File: src/rtl/instr_reader.sv
// instr_reader: read-side engine for the instruction register.
// Walks a window of slots starting at base_ptr, fetches each 68-bit
// instruction word, executes its opcode on the two signed 32-bit operands
// and presents one 64-bit result per slot on a valid/ready stream.
//
// Build option: define INSTR_READER_DIV_EN to build the DIV/MOD datapath.
// Without it, opcodes 6 and 7 are reported as illegal (result 0, err 1).
//
// state  | meaning
// -------+-----------------------------------------------------------
// IDLE   | waiting for start; pointer/remaining loaded on start
// FETCH  | read_pointer stable, instruction_word captured at cycle end
// EXEC   | opcode evaluated, result/result_ptr/result_err registered
// OUT    | result_valid high, payload held until result_ready
// DONE   | one-cycle done pulse, then back to IDLE
module instr_reader #(
  parameter int DEPTH = 32
) (
  input  logic                       clk,
  input  logic                       reset,
  input  logic                       start,
  input  logic [$clog2(DEPTH)-1:0]   base_ptr,
  input  logic [5:0]                 count,
  output logic [$clog2(DEPTH)-1:0]   read_pointer,
  input  logic [67:0]                instruction_word,
  output logic                       result_valid,
  input  logic                       result_ready,
  output logic [63:0]                result,
  output logic [$clog2(DEPTH)-1:0]   result_ptr,
  output logic                       result_err,
  output logic                       busy,
  output logic                       done
);

  localparam int PW = $clog2(DEPTH);

  localparam logic [3:0] OP_ZERO  = 4'd0;
  localparam logic [3:0] OP_PASSA = 4'd1;
  localparam logic [3:0] OP_PASSB = 4'd2;
  localparam logic [3:0] OP_ADD   = 4'd3;
  localparam logic [3:0] OP_SUB   = 4'd4;
  localparam logic [3:0] OP_MULT  = 4'd5;
`ifdef INSTR_READER_DIV_EN
  localparam logic [3:0] OP_DIV   = 4'd6;
  localparam logic [3:0] OP_MOD   = 4'd7;
`endif

  typedef enum logic [2:0] {
    S_IDLE  = 3'd0,
    S_FETCH = 3'd1,
    S_EXEC  = 3'd2,
    S_OUT   = 3'd3,
    S_DONE  = 3'd4
  } state_t;

  state_t              state;
  logic [PW-1:0]       ptr;
  logic [PW-1:0]       ptr_next;
  logic [5:0]          remaining;
  logic [67:0]         instr_q;

  logic [3:0]          opc;
  logic signed [63:0]  a_ext;
  logic signed [63:0]  b_ext;
  logic signed [63:0]  exec_res;
  logic                exec_err;

  assign read_pointer = ptr;
  assign busy         = (state != S_IDLE);

  // Pointer advance wraps at the last slot so any DEPTH works, not just powers of two.
  always_comb begin
    ptr_next = ptr + 1'b1;
    if (ptr == PW'(DEPTH - 1)) begin
      ptr_next = '0;
    end
  end

  // Opcode evaluation on the captured word; operands sign-extended so ADD/SUB/MULT are exact.
  always_comb begin
    opc      = instr_q[67:64];
    a_ext    = {{32{instr_q[63]}}, instr_q[63:32]};
    b_ext    = {{32{instr_q[31]}}, instr_q[31:0]};
    exec_res = '0;
    exec_err = 1'b0;
    case (opc)
      OP_ZERO:  exec_res = '0;
      OP_PASSA: exec_res = a_ext;
      OP_PASSB: exec_res = b_ext;
      OP_ADD:   exec_res = a_ext + b_ext;
      OP_SUB:   exec_res = a_ext - b_ext;
      OP_MULT:  exec_res = a_ext * b_ext;
`ifdef INSTR_READER_DIV_EN
      OP_DIV: begin
        if (b_ext == 64'sd0) begin
          exec_err = 1'b1;
        end else begin
          exec_res = a_ext / b_ext;
        end
      end
      OP_MOD: begin
        if (b_ext == 64'sd0) begin
          exec_err = 1'b1;
        end else begin
          exec_res = a_ext % b_ext;
        end
      end
`endif
      default: begin
        exec_res = '0;
        exec_err = 1'b1;
      end
    endcase
  end

  // Sequencer: fetch / execute / present one beat per slot, with registered outputs.
  always_ff @(posedge clk) begin
    if (reset) begin
      state        <= S_IDLE;
      ptr          <= '0;
      remaining    <= '0;
      instr_q      <= '0;
      result       <= '0;
      result_ptr   <= '0;
      result_err   <= 1'b0;
      result_valid <= 1'b0;
      done         <= 1'b0;
    end else begin
      done <= 1'b0;
      case (state)
        S_IDLE: begin
          if (start) begin
            ptr       <= base_ptr;
            remaining <= count;
            if (count == 6'd0) begin
              state <= S_DONE;
              done  <= 1'b1;
            end else begin
              state <= S_FETCH;
            end
          end
        end
        S_FETCH: begin
          instr_q <= instruction_word;
          state   <= S_EXEC;
        end
        S_EXEC: begin
          result       <= exec_res;
          result_err   <= exec_err;
          result_ptr   <= ptr;
          result_valid <= 1'b1;
          state        <= S_OUT;
        end
        S_OUT: begin
          if (result_ready) begin
            result_valid <= 1'b0;
            ptr          <= ptr_next;
            remaining    <= remaining - 6'd1;
            if (remaining == 6'd1) begin
              state <= S_DONE;
              done  <= 1'b1;
            end else begin
              state <= S_FETCH;
            end
          end
        end
        S_DONE: begin
          state <= S_IDLE;
        end
        default: begin
          state <= S_IDLE;
        end
      endcase
    end
  end

endmodule

File: config.mk
export PLATFORM = sky130hd
export DESIGN_NAME = instr_reader
export DESIGN_NICKNAME = d
export VERILOG_FILES = /design/src/rtl/instr_reader.sv
export SDC_FILE = /design/constraint.sdc
export NUM_CORES = 2
export LEC_CHECK = 0
export BUFFER_PORTS_ARGS = -buffer_cell sky130_fd_sc_hd__buf_2
export CAP_MARGIN = 25
export CORE_MARGIN = 4
export CORE_UTILIZATION = 44
export DETAILED_ROUTE_END_ITERATION = 10
export PLACE_DENSITY = 0.66
export SLEW_MARGIN = 20
export SYNTH_ARGS = -nofsm -noshare
export SYNTH_HDL_FRONTEND = slang
export SYNTH_SLANG_ARGS = --single-unit
File: constraint.sdc
create_clock -name clk -period 16.64 [get_ports clk]
set_clock_uncertainty 0.15 [all_clocks]
set_input_delay 0.832 -clock clk [delete_from_list [all_inputs] [get_ports clk]]
set_output_delay 0.832 -clock clk [all_outputs]
set_load 0.02 [all_outputs]
==> impl_metrics.toml <==
[grt]
grt_pass1_vias = 38200
grt_pass1_wl_mm = 225
gr-total-overflow = 0
track_usage_pct = 27.0
grt_max_degree = 69
antenna_found_initial = 6

[die]
fp.coreArea_um2 = 102000
die_w_um = 330
pin_count = 161
dieArea_um2 = 109000
start_util_pct = 44.5
rows = 117
die_y_um = 330

[yosys]
syn-cell-area_um2 = 45500
ys_top_cells_by_area = "fa_1 (48%), inv_1 (8.4%), ha_1 (7.0%), dfxtp_1 (6.8%), and2_1 (6.4%)"
yosysWarnings = 0
yosysTopAreaCellShare_pct = 47.7
yosysMostFrequentCell = "fa_1"
synth_area_leader_cell = "fa_1"
yosys-top-cells-count = "fa_1 (1084), inv_1 (1018), nand2_1 (747)"
synth_flop_cell = "dfxtp_1"
synthDistinctLibCells = 87
syn_avg_cell_area_um2 = 8.89
synth_edf_count = 0
seq_area_frac_synth_pct = 6.78
synth.net_count = 6536
ys_seq_elements = 154
syn_inst = 5116
async_flop_share_pct = 0

[drt]
met3_length_mm = 11.3
drc = 0
drt-initial-drc-count = 3196
ant_nets = 0
wl_per_cell_um = 21.9
top_layer = "met5"
viasPerCell = 5.58
vias = 36100
met1_length_mm = 57.1
totalWireLength_mm = 142
met2_length_mm = 68.2
drtPass1Iterations = 6

[timing]
tightestPinTransition_ns = 1.02
period_needed_ns = 9.66
fmax_mhz = 103
rsz0062_at_grt = "no"
worst_slack_ns = 6.98
fin_tns_setup_ns = 0
period_share_pct = 58.1
hold_viol_final = 0
finalSetupViolCount = 0
slew_viol_final = 0
maxSlewHeadroom_pct = 31.9

[clocking]
post_cts_buffers = 0
htreeDepth = 4
numCtsBuffers = 17
cts_tree = "yes"
clock-sinks = 154
clkLatencyLatePin_ns = 0.49
cts_buffer_depth = 2
ctsHoldBuffers = 0
clk_pin_slew_worst_paths_ns = 0.08
root_buffer = "clkbuf_16"
ctsResizeCount = 0

[cells_and_area]
fin_cells = 6468
fin_util_pct = 47.1
final_net_count = 6506
synthToLayoutAreaGrowth_pct = 5.87
drive_above_1_share_pct = 6.16

[worst_setup_path]
reg2reg_to = "result[62]"
worst-path-buf-inv = 8
required_ns = 16.83
crit_fanout = 25
cp.depth = 28
r2r_start = "instr_q[63]"
worst_setup_path_end_kind = "flop"
worst_ep_arrival_time_ns = 9.86
crit_start = "instr_q[63]"
cp_top_family = "adder cells"
worst-r2r-setup-slack_ns = 6.98
worstSetupStartpointType = "flop"
rr_worst_depth = 28
worst-setup-path-type = "reg -> reg"
slowest_stage = "fa_1"
crit_top_cell = "fa_1"
slowest_delay_ns = 0.91

[status]
status = "finished, final reports clean"

[min_path]
holdCritPathClass = "reg -> reg"
min_from = "result[27]"
holdPathStages = 2
whs_endpoint = "result[27]"

[placement]
io_buffers = 160
dp_cells = 6435
routabilityCongestion = 0.992
post-place-ws_ns = 7.07
hpwl_mm = 110

[power_and_ir_drop]
p_leak_nw = 24.0
irDropWorstVdd_v = 0.0000589
power.density_nw_per_um2 = 48.9

[run]
maxCapViolCount = 0
## placed cells by master, fill, tap and decap left out, drive strengths merged, types with 7 or more instances in the layout
| cell type | count |
|---|---|
| a211oi | 22 |
| o31ai | 14 |
| o21bai | 18 |
| a2111oi | 8 |
| nand3 | 29 |
| clkinv | 7 |
| a221oi | 18 |
| and3 | 9 |
| clkbuf | 18 |
| a221o | 14 |
| nand2 | 747 |
| a31oi | 22 |
| a21o | 52 |
| o211ai | 12 |
| dfxtp | 154 |
| nand2b | 29 |
| ha | 253 |
| o21ai | 127 |
| nand4 | 13 |
| buf | 243 |
| o221ai | 9 |
| nor2 | 175 |
| nand3b | 9 |
| a311oi | 7 |
| a22oi | 12 |
| a222oi | 22 |
| inv | 1026 |
| nor2b | 13 |
| and2 | 470 |
| a22o | 10 |
| nor3 | 32 |
| xor2 | 27 |
| fa | 1084 |
| xnor2 | 42 |
| o22ai | 12 |
| a21oi | 235 |
| o21a | 15 |
| or3 | 9 |
## power breakdown
part	internal (mW)	switching (mW)	total, mW
clock	0.216	0.210	0.426
sequential	0.390	0.0162	0.406
combinational	0.516	1.01	1.53
## per-stage QoR
step	cell area (µm²)	hold WS, ns	power [mW]
after floorplan	45500	0.329	1.42
after global placement	47500	0.283	1.89
after detailed placement	47600	0.290	1.91
after CTS	48200	0.305	2.35
after global routing	48200	0.319	2.53
final	48200	0.304	2.36
## sequential cells by signal (all words and copies together), names as in the netlist
name	flops
read_pointer	5
result	64
done	1
result_ptr	5
state	3
instr_q	68
result_err	1
remaining	6
result_valid	1
## area by class of cell
| class | instances | area [µm²] |
|---|---|---|
| flip-flops and latches | 154 | 3080 |
| multi-input cells | 3649 | 37500 |
| fillers | 9968 | 54000 |
| clock inverters | 14 | 178 |
| diodes | 1 | 2.50 |
| clock buffers | 18 | 429 |
| well taps | 1368 | 1710 |
| inverters | 1021 | 3830 |
| repair buffers | 243 | 1420 |
## worst max path at each step
| stage | to | slack [ns] |
|---|---|---|
| 2_1_floorplan | result[62] | 8.28 |
| 3_3_place_gp | result[62] | 7.13 |
| 3_5_place_dp | result[62] | 7.07 |
| 4_1_cts | result[62] | 7.02 |
| 5_1_grt | result[62] | 6.50 |
| 6_report | result[62] | 6.98 |
## cells by family after synthesis
logic type	Yosys count	share of synthesized area, %
and+or+nand+nor	1563	16.5
adders and majority gates	1337	54.7
buffers and inverters	1313	10.9
AOI/OAI and AO/OA	675	9.79
DFF	154	6.78
xor gates and xnor gates	69	1.33
muxes	5	0.110
## tightest hold or removal path, cell delays in order, from the launching register on
cell and delay, ns:
dfxtp_1 0.32, nand2_1 0.05, o21ai_0 0.06
## layer usage
| metal | vias to the layer above | global-route usage, % |
|---|---|---|
| li1 | 15500 | - |
| met1 | 18800 | 36.5 |
| met2 | 1448 | 45.2 |
| met3 | 306 | 4.12 |
| met4 | 4 | 8.38 |
| met5 | - | 0 |
(Power assumes the default switching activity.)
